`src/rtl/rf_sb_param.sv`:
```
// Register file with two async read ports, one write port, optional bypass,
// and a per-register pending-write scoreboard that flags RAW hazards.

// Per-read-port logic: zero-register masking, write forwarding, hazard detect
module rf_sb_rdport #(
    parameter int DATA_W   = 32,
    parameter int ADDR_W   = 5,
    parameter int ZERO_REG = 1,
    parameter int BYPASS   = 1
) (
    input  logic [ADDR_W-1:0] addr,
    input  logic              used,
    input  logic [DATA_W-1:0] rdata,
    input  logic              busy_bit,
    input  logic [ADDR_W-1:0] RdAddr,
    input  logic [DATA_W-1:0] RdData,
    input  logic              RegWrite,
    output logic [DATA_W-1:0] data,
    output logic              hazard
);
    logic fwd, is_zero;

    // Forward this cycle's write-back; it also resolves the pending write
    always_comb begin
        fwd     = (BYPASS != 0) && RegWrite && (RdAddr == addr);
        is_zero = (ZERO_REG != 0) && (addr == '0);
        data    = is_zero ? '0 : (fwd ? RdData : rdata);
        hazard  = used && busy_bit && !fwd;
    end
endmodule

module rf_sb_param #(
    parameter int DATA_W   = 32,
    parameter int ADDR_W   = 5,
    parameter int ZERO_REG = 1,
    parameter int BYPASS   = 1
) (
    input  logic              clk,
    input  logic              rst_n,
    input  logic [ADDR_W-1:0] RsAddr,
    input  logic [ADDR_W-1:0] RtAddr,
    input  logic              RsUsed,
    input  logic              RtUsed,
    output logic [DATA_W-1:0] RsData,
    output logic [DATA_W-1:0] RtData,
    input  logic [ADDR_W-1:0] RdAddr,
    input  logic [DATA_W-1:0] RdData,
    input  logic              RegWrite,
    input  logic              IssueValid,
    input  logic [ADDR_W-1:0] IssueAddr,
    output logic              IssueAck,
    output logic              Stall,
    output logic [ADDR_W:0]   BusyCount
);
    localparam int DEPTH = 1 << ADDR_W;
    localparam int NRP   = 2;

    logic [DATA_W-1:0]          regs [DEPTH];
    logic [DEPTH-1:0]           busy, busy_nxt;
    logic [ADDR_W:0]            cnt_nxt;
    logic                       wb_ok, iss_ok;

    logic [NRP-1:0][ADDR_W-1:0] rp_addr;
    logic [NRP-1:0]             rp_used, rp_haz;
    logic [NRP-1:0][DATA_W-1:0] rp_data;

    // Port 0 is Rs, port 1 is Rt
    assign rp_addr = {RtAddr, RsAddr};
    assign rp_used = {RtUsed, RsUsed};
    assign RsData  = rp_data[0];
    assign RtData  = rp_data[1];

    genvar p;
    generate
        for (p = 0; p < NRP; p++) begin : g_rp
            rf_sb_rdport #(
                .DATA_W(DATA_W), .ADDR_W(ADDR_W),
                .ZERO_REG(ZERO_REG), .BYPASS(BYPASS)
            ) u_rp (
                .addr    (rp_addr[p]),
                .used    (rp_used[p]),
                .rdata   (regs[rp_addr[p]]),
                .busy_bit(busy[rp_addr[p]]),
                .RdAddr  (RdAddr),
                .RdData  (RdData),
                .RegWrite(RegWrite),
                .data    (rp_data[p]),
                .hazard  (rp_haz[p])
            );
        end
    endgenerate

    assign Stall    = |rp_haz;
    assign IssueAck = IssueValid & ~Stall;

    // Next scoreboard: write-back clears, accepted issue sets; set applied last so it wins
    always_comb begin
        wb_ok    = RegWrite && !((ZERO_REG != 0) && (RdAddr == '0));
        iss_ok   = IssueAck && !((ZERO_REG != 0) && (IssueAddr == '0));
        busy_nxt = busy;
        if (wb_ok)  busy_nxt[RdAddr]    = 1'b0;
        if (iss_ok) busy_nxt[IssueAddr] = 1'b1;
        cnt_nxt = '0;
        for (int i = 0; i < DEPTH; i++)
            cnt_nxt = cnt_nxt + {{ADDR_W{1'b0}}, busy_nxt[i]};
    end

    // Register array write; reset clears every entry
    always_ff @(posedge clk) begin
        if (!rst_n) begin
            for (int i = 0; i < DEPTH; i++) regs[i] <= '0;
        end else if (wb_ok) begin
            regs[RdAddr] <= RdData;
        end
    end

    // Scoreboard and its registered population count
    always_ff @(posedge clk) begin
        if (!rst_n) begin
            busy      <= '0;
            BusyCount <= '0;
        end else begin
            busy      <= busy_nxt;
            BusyCount <= cnt_nxt;
        end
    end
endmodule
```
`config.mk`:
```
export PLATFORM = sky130hd
export DESIGN_NAME = rf_sb_param
export DESIGN_NICKNAME = d
export VERILOG_FILES = /design/src/rtl/rf_sb_param.sv
export SDC_FILE = /design/constraint.sdc
export NUM_CORES = 2
export LEC_CHECK = 0
export BUFFER_PORTS_ARGS = -buffer_cell sky130_fd_sc_hd__buf_2
export CORE_ASPECT_RATIO = 1.25
export CORE_MARGIN = 3
export CORE_UTILIZATION = 64
export CTS_CLUSTER_DIAMETER = 80
export DETAILED_ROUTE_END_ITERATION = 10
export PLACE_DENSITY = 0.85
export RECOVER_POWER = 25
export SLEW_MARGIN = 40
export SYNTH_ARGS = -nofsm -noshare
export SYNTH_HDL_FRONTEND = slang
export SYNTH_SLANG_ARGS = --single-unit
```
`constraint.sdc`:
```
create_clock -name clk -period 9.7 [get_ports clk]
set_clock_uncertainty 0.2 [all_clocks]
set_input_delay 1.455 -clock clk [delete_from_list [all_inputs] [get_ports clk]]
set_output_delay 1.455 -clock clk [all_outputs]
set_load 0.05 [all_outputs]
```
## Yosys cells after proc, flatten, opt, wreduce, memory -nomap -nowiden

Memories as Yosys holds them, arrays and structs flattened.
Index checks and enable logic that the tools add are counted.

| storage, ports and cells | value |
|---|---|
| bits in registers | 38 |
| output and inout bits | 72 |
| logic and storage cells | 88 |
| input port bits | 58 |
| memory bits (writable) | 1024 |
| memories | 1 |

| cells by class | value |
|---|---|
| add/sub/neg operators | 31 |
| equality and inequality tests | 2 |
| multiplexer cells | 21 |
| bitwise gates (word level) | 5 |
| reductions and logical operators | 20 |
| $lt $le $gt $ge | 6 |

Memory list:

| memory | depth | bits a word | read ports | clocked after memory_dff | wr ports | line | source |
|---|---|---|---|---|---|---|---|
| regs | 32 | 32 | 2 | 0 | 32 | 58 | `logic [DATA_W-1:0] regs [DEPTH];` |

Operators by type and width:

| cell | number |
|---|---|
| 32-bit 2-to-1 mux | 7 |
| 6-bit by 1-bit adder with 6-bit output | 26 |
| 32-bit AND | 1 |
| 32-bit NOT | 1 |
| 32-bit OR | 1 |
| 32-bit OR reduction | 1 |
| 5-bit by 6-bit less-than comparator with 1-bit output (second input constant) | 4 |
| 5-bit zero test | 4 |
| 1-bit binary-select mux with 5-bit select | 2 |
| 1-bit demux with 5-bit select | 2 |
| 5-bit == test | 2 |
| 5-bit by 1-bit >= comparator with 1-bit output (second input constant) | 2 |
| 1-bit logical AND | 10 |
| 1-bit 2-to-1 mux | 9 |
| 5-bit by 1-bit adder with 6-bit output | 1 |
| 4-bit by 1-bit adder with 5-bit output | 1 |
| 5-bit 2-to-1 mux | 1 |
| 3-bit by 1-bit adder with 4-bit output | 1 |
| 1-bit zero test | 4 |
| 2-bit by 1-bit adder with 3-bit output | 1 |
| 1-bit by 1-bit adder with 2-bit output | 1 |
| 2-bit OR reduction | 1 |
| 1-bit AND | 1 |
| 1-bit NOT | 1 |

## Longest topological paths before layout

| logic depth | value |
|---|---|
| word-level depth | 40 |
| mapped depth | 28 |
| gate-level depth less buffers | 23 |

## By module

A second synthesis with hierarchy kept.

| unflattened totals | value |
|---|---|
| cell total of the unflattened synthesis | 5194 |
| area total of the unflattened synthesis | 60058.9 µm² |

Modules (own cells, without submodules):

| module | cells each | area an instance (µm²) | times used |
|---|---|---|---|
| rf_sb_param | 4944 | 58512.4 | 1 |
| rf_sb_rdport | 125 | 773.2 | 2 |

## Worst setup path after synthesis

OpenSTA, ideal clock, no wires.

| timing path | value |
|---|---|
| path type | in2reg |
| start point | in RsAddr[0] |
| end point | reg BusyCount[4] |
| arrival time | 7406 ps |
| library setup time | 179 ps |
| required time | 9321 ps |
| buffers on the path | 4 |
| slack | 1915 ps |
| stages on the path | 27 |
| cells stage by stage | buf_4 > mux2i_1 > mux4_2 > a221oi_1 > nand3_1 > o31a_1 > buf_4 > inv_2 > buf_6 > buf_2 > o21ai_1 > fa_1 > inv_1 > fa_1 > fa_1 > fa_1 > fa_1 > fa_1 > inv_1 > ha_1 > inv_1 > fa_1 > inv_1 > a21o_1 > a21oi_1 > xor2_1 > nor2_1 |

RTL lines:

| item | line | source |
|---|---|---|
| start: declaration | 40 | `input logic [ADDR_W-1:0] RsAddr,` |
| 1-bit binary-select mux with 5-bit select or 5-bit == test (tied branches) | 83, 25 |  |
| 1-bit 2-to-1 mux (implied by the code) or 1-bit logical AND (tied branches) | 83, 25 |  |
| 1-bit logical AND or 1-bit zero test (tied branches) | 28 | `hazard = used && busy_bit && !fwd;` |
| 1-bit logical AND * | 28 |  |
| 2-bit OR reduction * | 93 | `assign Stall = \|rp_haz;` |
| net Stall | 52 | `output logic Stall,` |
| 1-bit NOT * | 94 | `assign IssueAck = IssueValid & ~Stall;` |
| 1-bit AND * | 94 |  |
| 1-bit logical AND * | 99 | `iss_ok = IssueAck && !((ZERO_REG != 0) && (IssueAddr == '0));` |
| 32-bit 2-to-1 mux * | 102 | `if (iss_ok) busy_nxt[IssueAddr] = 1'b1;` |
| net busy_nxt[3] | 59 | `logic [DEPTH-1:0] busy, busy_nxt;` |
| 3-bit by 1-bit adder with 4-bit output * | 105 | `cnt_nxt = cnt_nxt + {{ADDR_W{1'b0}}, busy_nxt[i]};` |
| 4-bit by 1-bit adder with 5-bit output * | 105 |  |
| 5-bit by 1-bit adder with 6-bit output * | 105 |  |
| 6-bit by 1-bit adder with 6-bit output * (26 in a row) | 105 |  |
| end signal: assignment | 124 | `BusyCount <= cnt_nxt;` |
| end: declaration | 53 | `output logic [ADDR_W:0] BusyCount` |

The timed path passes the listed nets; every way through them passes the cells marked *. The select of a mux whose other input is x is not followed.
A chain may end at the register's enable or synchronous reset.

## Worst setup path after layout

| timing path | value |
|---|---|
| start point | in RsAddr[4] |
| end point | reg BusyCount[4] |

| on the way | value |
|---|---|
| word-level cells in the longest chain between the ends | 40 |

Ends and longest elaborated chain:

| item | line |
|---|---|
| 1-bit binary-select mux with 5-bit select or 5-bit == test (tied branches) | 83, 25 |
| 1-bit 2-to-1 mux (implied by the code) or 1-bit logical AND (tied branches) | 83, 25 |
| 1-bit logical AND or 1-bit zero test (tied branches) | 28 |
| 1-bit logical AND * | 28 |
| 2-bit OR reduction * | 93 |
| 1-bit NOT * | 94 |
| 1-bit AND * | 94 |
| 1-bit logical AND * | 99 |
| 32-bit 2-to-1 mux * | 102 |
| 1-bit by 1-bit adder with 2-bit output | 105 |
| 2-bit by 1-bit adder with 3-bit output | 105 |
| 3-bit by 1-bit adder with 4-bit output | 105 |
| 4-bit by 1-bit adder with 5-bit output | 105 |
| 5-bit by 1-bit adder with 6-bit output | 105 |
| 6-bit by 1-bit adder with 6-bit output (25 in a row) | 105 |
| 6-bit by 1-bit adder with 6-bit output * | 105 |

Mark *: on every way between the ends. The rest lies on a longest branch, timed or not. The select of a mux whose other input is x is not followed.

==> impl_metrics.tcl <==
set metrics [dict create \
    hold_viol_final 0 \
    endpoint_kind "flop" \
    p_per_area_nw_per_um2 173 \
    drive_gt1_share_pct 27.8 \
    grt_max_degree 106 \
    gp_congestion 0.914 \
    ys.flop_type "edfxtp_1" \
    cts.sinks 1062 \
    hp-class "reg -> reg" \
    core_um2 89300 \
    min-delay-start "busy[13]" \
    dieArea_um2 94500 \
    clk_pin_slew_ps 60 \
    regToRegEndpoint "BusyCount[4]" \
    fin_crit_sh_pct 81.1 \
    hpwl_um 103000 \
    drtAntennaViolNets 0 \
    clkLatencyLatePin_ps 690 \
    num-nets-final 3838 \
    setup_viol 0 \
    clock.fmax_mhz 127 \
    via_per_inst 7.74 \
    ys_seq_area_share_pct 54.2 \
    ys_warn_count 0 \
    worst_pin_slew_ps 4000 \
    hold_buffers 0 \
    whs_endpoint "busy[13]" \
    cp.required_ps 9930 \
    port_buffers 129 \
    worstHoldPathCells 2 \
    layout_commonest_cell "edfxtp_1" \
    start_util_pct 65.1 \
    post_drt_wl_per_cell_um 38.0 \
    arrival_ps 8100 \
    setup-tns-final_ps 0 \
    via_count 39000 \
    synth_edf_count 1024 \
    synthCells 3782 \
    grt_pass1_vias 39400 \
    cts-resized-gates 0 \
    postLayoutCoreUtil_pct 70.8 \
    rr_startpoint "busy[0]" \
    cts_max_level 3 \
    clockRootBuffer "clkbuf_16" \
    timing.hold.ws_ps 317 \
    worstSetupStartpointType "primary input" \
    avgSynthCellArea_um2 15.4 \
    grt-ovfl-total 0 \
    cap_violations 24 \
    reg2regPathDepth 24 \
    layout_common_cells "edfxtp_1, and2_1, mux4_2" \
    cts_tree "built" \
    post-route-min-period_ps 7860 \
    violations "max-capacitance violations, max-slew violations" \
    grt.total_usage_pct 41.2 \
    critPathMaxFanout 32 \
    antenna_found_initial 26 \
    drc_errors 0 \
    synthesis.area_um2 58100 \
    maxSlewViolCount 698 \
    row_count 122 \
    async_flop_share_pct 0 \
    peakVddDrop_v 0.000134 \
    cts.path.max_buffers 3 \
    synth_seq_cells 1062 \
    drt_iter0_drc 7677 \
    fp.dieH_um 343 \
    cts_setup_buffers 0 \
    cts-buffers-inserted 100 \
    ff2ff_setup_slack_ps 2730 \
    ys_types 51 \
    wl_um 191000 \
    grt_pass1_wl_um 271000 \
    rsz0062_at_grt "false" \
    firstDrtPassIters 6 \
    max_slew_margin_pct -167 \
    power_leakage_uw 0.0215 \
    area_growth_pct 8.70 \
    status "finished, violations left" \
    pin_count 130 \
    die_x_um 276 \
    critPathKind "in -> reg" \
]
report_power, final:
part / leakage (uW) / total [uW] / internal (uW) / switching, uW
combinational: 0.00993 / 1600 / 626 / 970
clock: 0.00154 / 3920 / 2150 / 1770
sequential: 0.0101 / 5440 / 5290 / 144
critical path, stage by stage:
cell      delay (ps)
buf_4            520
xor2_1           140
nor4_1           590
a221oi_1         210
nand3_1          130
o31a_1           180
buf_4            310
a22oi_1          150
fa_1             540
fa_1             560
inv_1             60
fa_1             510
inv_1             60
fa_1             560
fa_1             430
fa_1             500
inv_1             50
ha_1             210
inv_1             90
fa_1             210
inv_1             50
a21o_1           170
a21oi_1          170
xor2_1           170
nor2_1            50
worst max path at each step:
| stage | start | endpoint | slack, ps | cells past startpoint |
|---|---|---|---|---|
| finish | RsAddr[4] | BusyCount[4] | 1840 | 25 |
| global route | RsAddr[4] | BusyCount[4] | 1510 | 25 |
| CTS | RsAddr[4] | BusyCount[4] | 1980 | 25 |
| detailed placement | RsAddr[4] | BusyCount[4] | 1310 | 25 |
| global placement | RsAddr[4] | BusyCount[4] | 1370 | 25 |
| floorplan | RsAddr[0] | BusyCount[4] | 1920 | 27 |
layout make-up:
type | count | area [um2]
inverter | 33 | 125
fill | 5302 | 26100
sequential | 1062 | 31500
clock inverter | 61 | 510
multi-input combinational | 2315 | 25200
clock buffer | 124 | 2660
tap | 1178 | 1470
antenna | 27 | 67.6
timing repair buffer | 237 | 1610
cells in the mapped netlist, types with 3 or more instances:
| cell | count | area (um2) |
|---|---|---|
| a211oi_1 | 79 | 593 |
| a21oi_1 | 7 | 35.0 |
| a22o_1 | 5 | 43.8 |
| a22oi_1 | 19 | 143 |
| and2_1 | 997 | 6240 |
| buf_1 | 24 | 90.1 |
| buf_2 | 67 | 335 |
| buf_4 | 15 | 113 |
| buf_6 | 4 | 45.0 |
| clkbuf_1 | 293 | 1100 |
| dfxtp_1 | 38 | 761 |
| edfxtp_1 | 1024 | 30700 |
| fa_1 | 24 | 480 |
| ha_1 | 7 | 87.6 |
| inv_1 | 32 | 120 |
| mux2_2 | 7 | 78.8 |
| mux2i_1 | 59 | 591 |
| mux4_2 | 638 | 14400 |
| nand2_1 | 112 | 420 |
| nand2b_1 | 6 | 37.5 |
| nand3_1 | 55 | 275 |
| nand3b_1 | 7 | 52.6 |
| nor2_1 | 131 | 492 |
| nor2b_1 | 19 | 119 |
| nor3_1 | 15 | 75.1 |
| nor4_1 | 3 | 18.8 |
| o21ai_0 | 32 | 160 |
| o21ai_1 | 8 | 40.0 |
| o22ai_1 | 3 | 18.8 |
| o31ai_1 | 11 | 82.6 |
| o41ai_2 | 3 | 48.8 |
| or3b_2 | 4 | 35.0 |
| xor2_1 | 11 | 96.3 |
logic make-up after synthesis:
group,count (synthesis),synth area share (%)
XOR/XNOR,12,0.181
multiplexers,704,25.9
other,1,0.00645
buffers and inverters,436,3.11
flip-flops,1062,54.2
AO/OA/AOI/OAI,177,2.16
adder cells (fa/ha/maj),31,0.977
AND/OR/NAND/NOR,1359,13.5
flip-flops by register name, indices dropped and copies added (netlist names):
register   count
regs        1024
BusyCount      6
busy          32
per-layer routing:
layer	wire length, um	global-route usage (%)	up-vias
met2	87300	61.5	4407
met1	55900	50.9	19000
met5	54	0	-
met3	32400	14.8	1112
met4	15800	27.8	8
li1	-	-	14500
per-stage QoR:
step | area [um2] | cells | setup slack, ps | total power, uW
global route | 63100 | 5019 | 1510 | 11200
global placement | 59900 | 4817 | 1370 | 6990
CTS | 63200 | 5008 | 1980 | 10900
finish | 63200 | 5037 | 1840 | 11000
floorplan | 58200 | 3813 | 1920 | 6540
detailed placement | 60100 | 4823 | 1310 | 7050
Power figures use the tool's default switching activity.
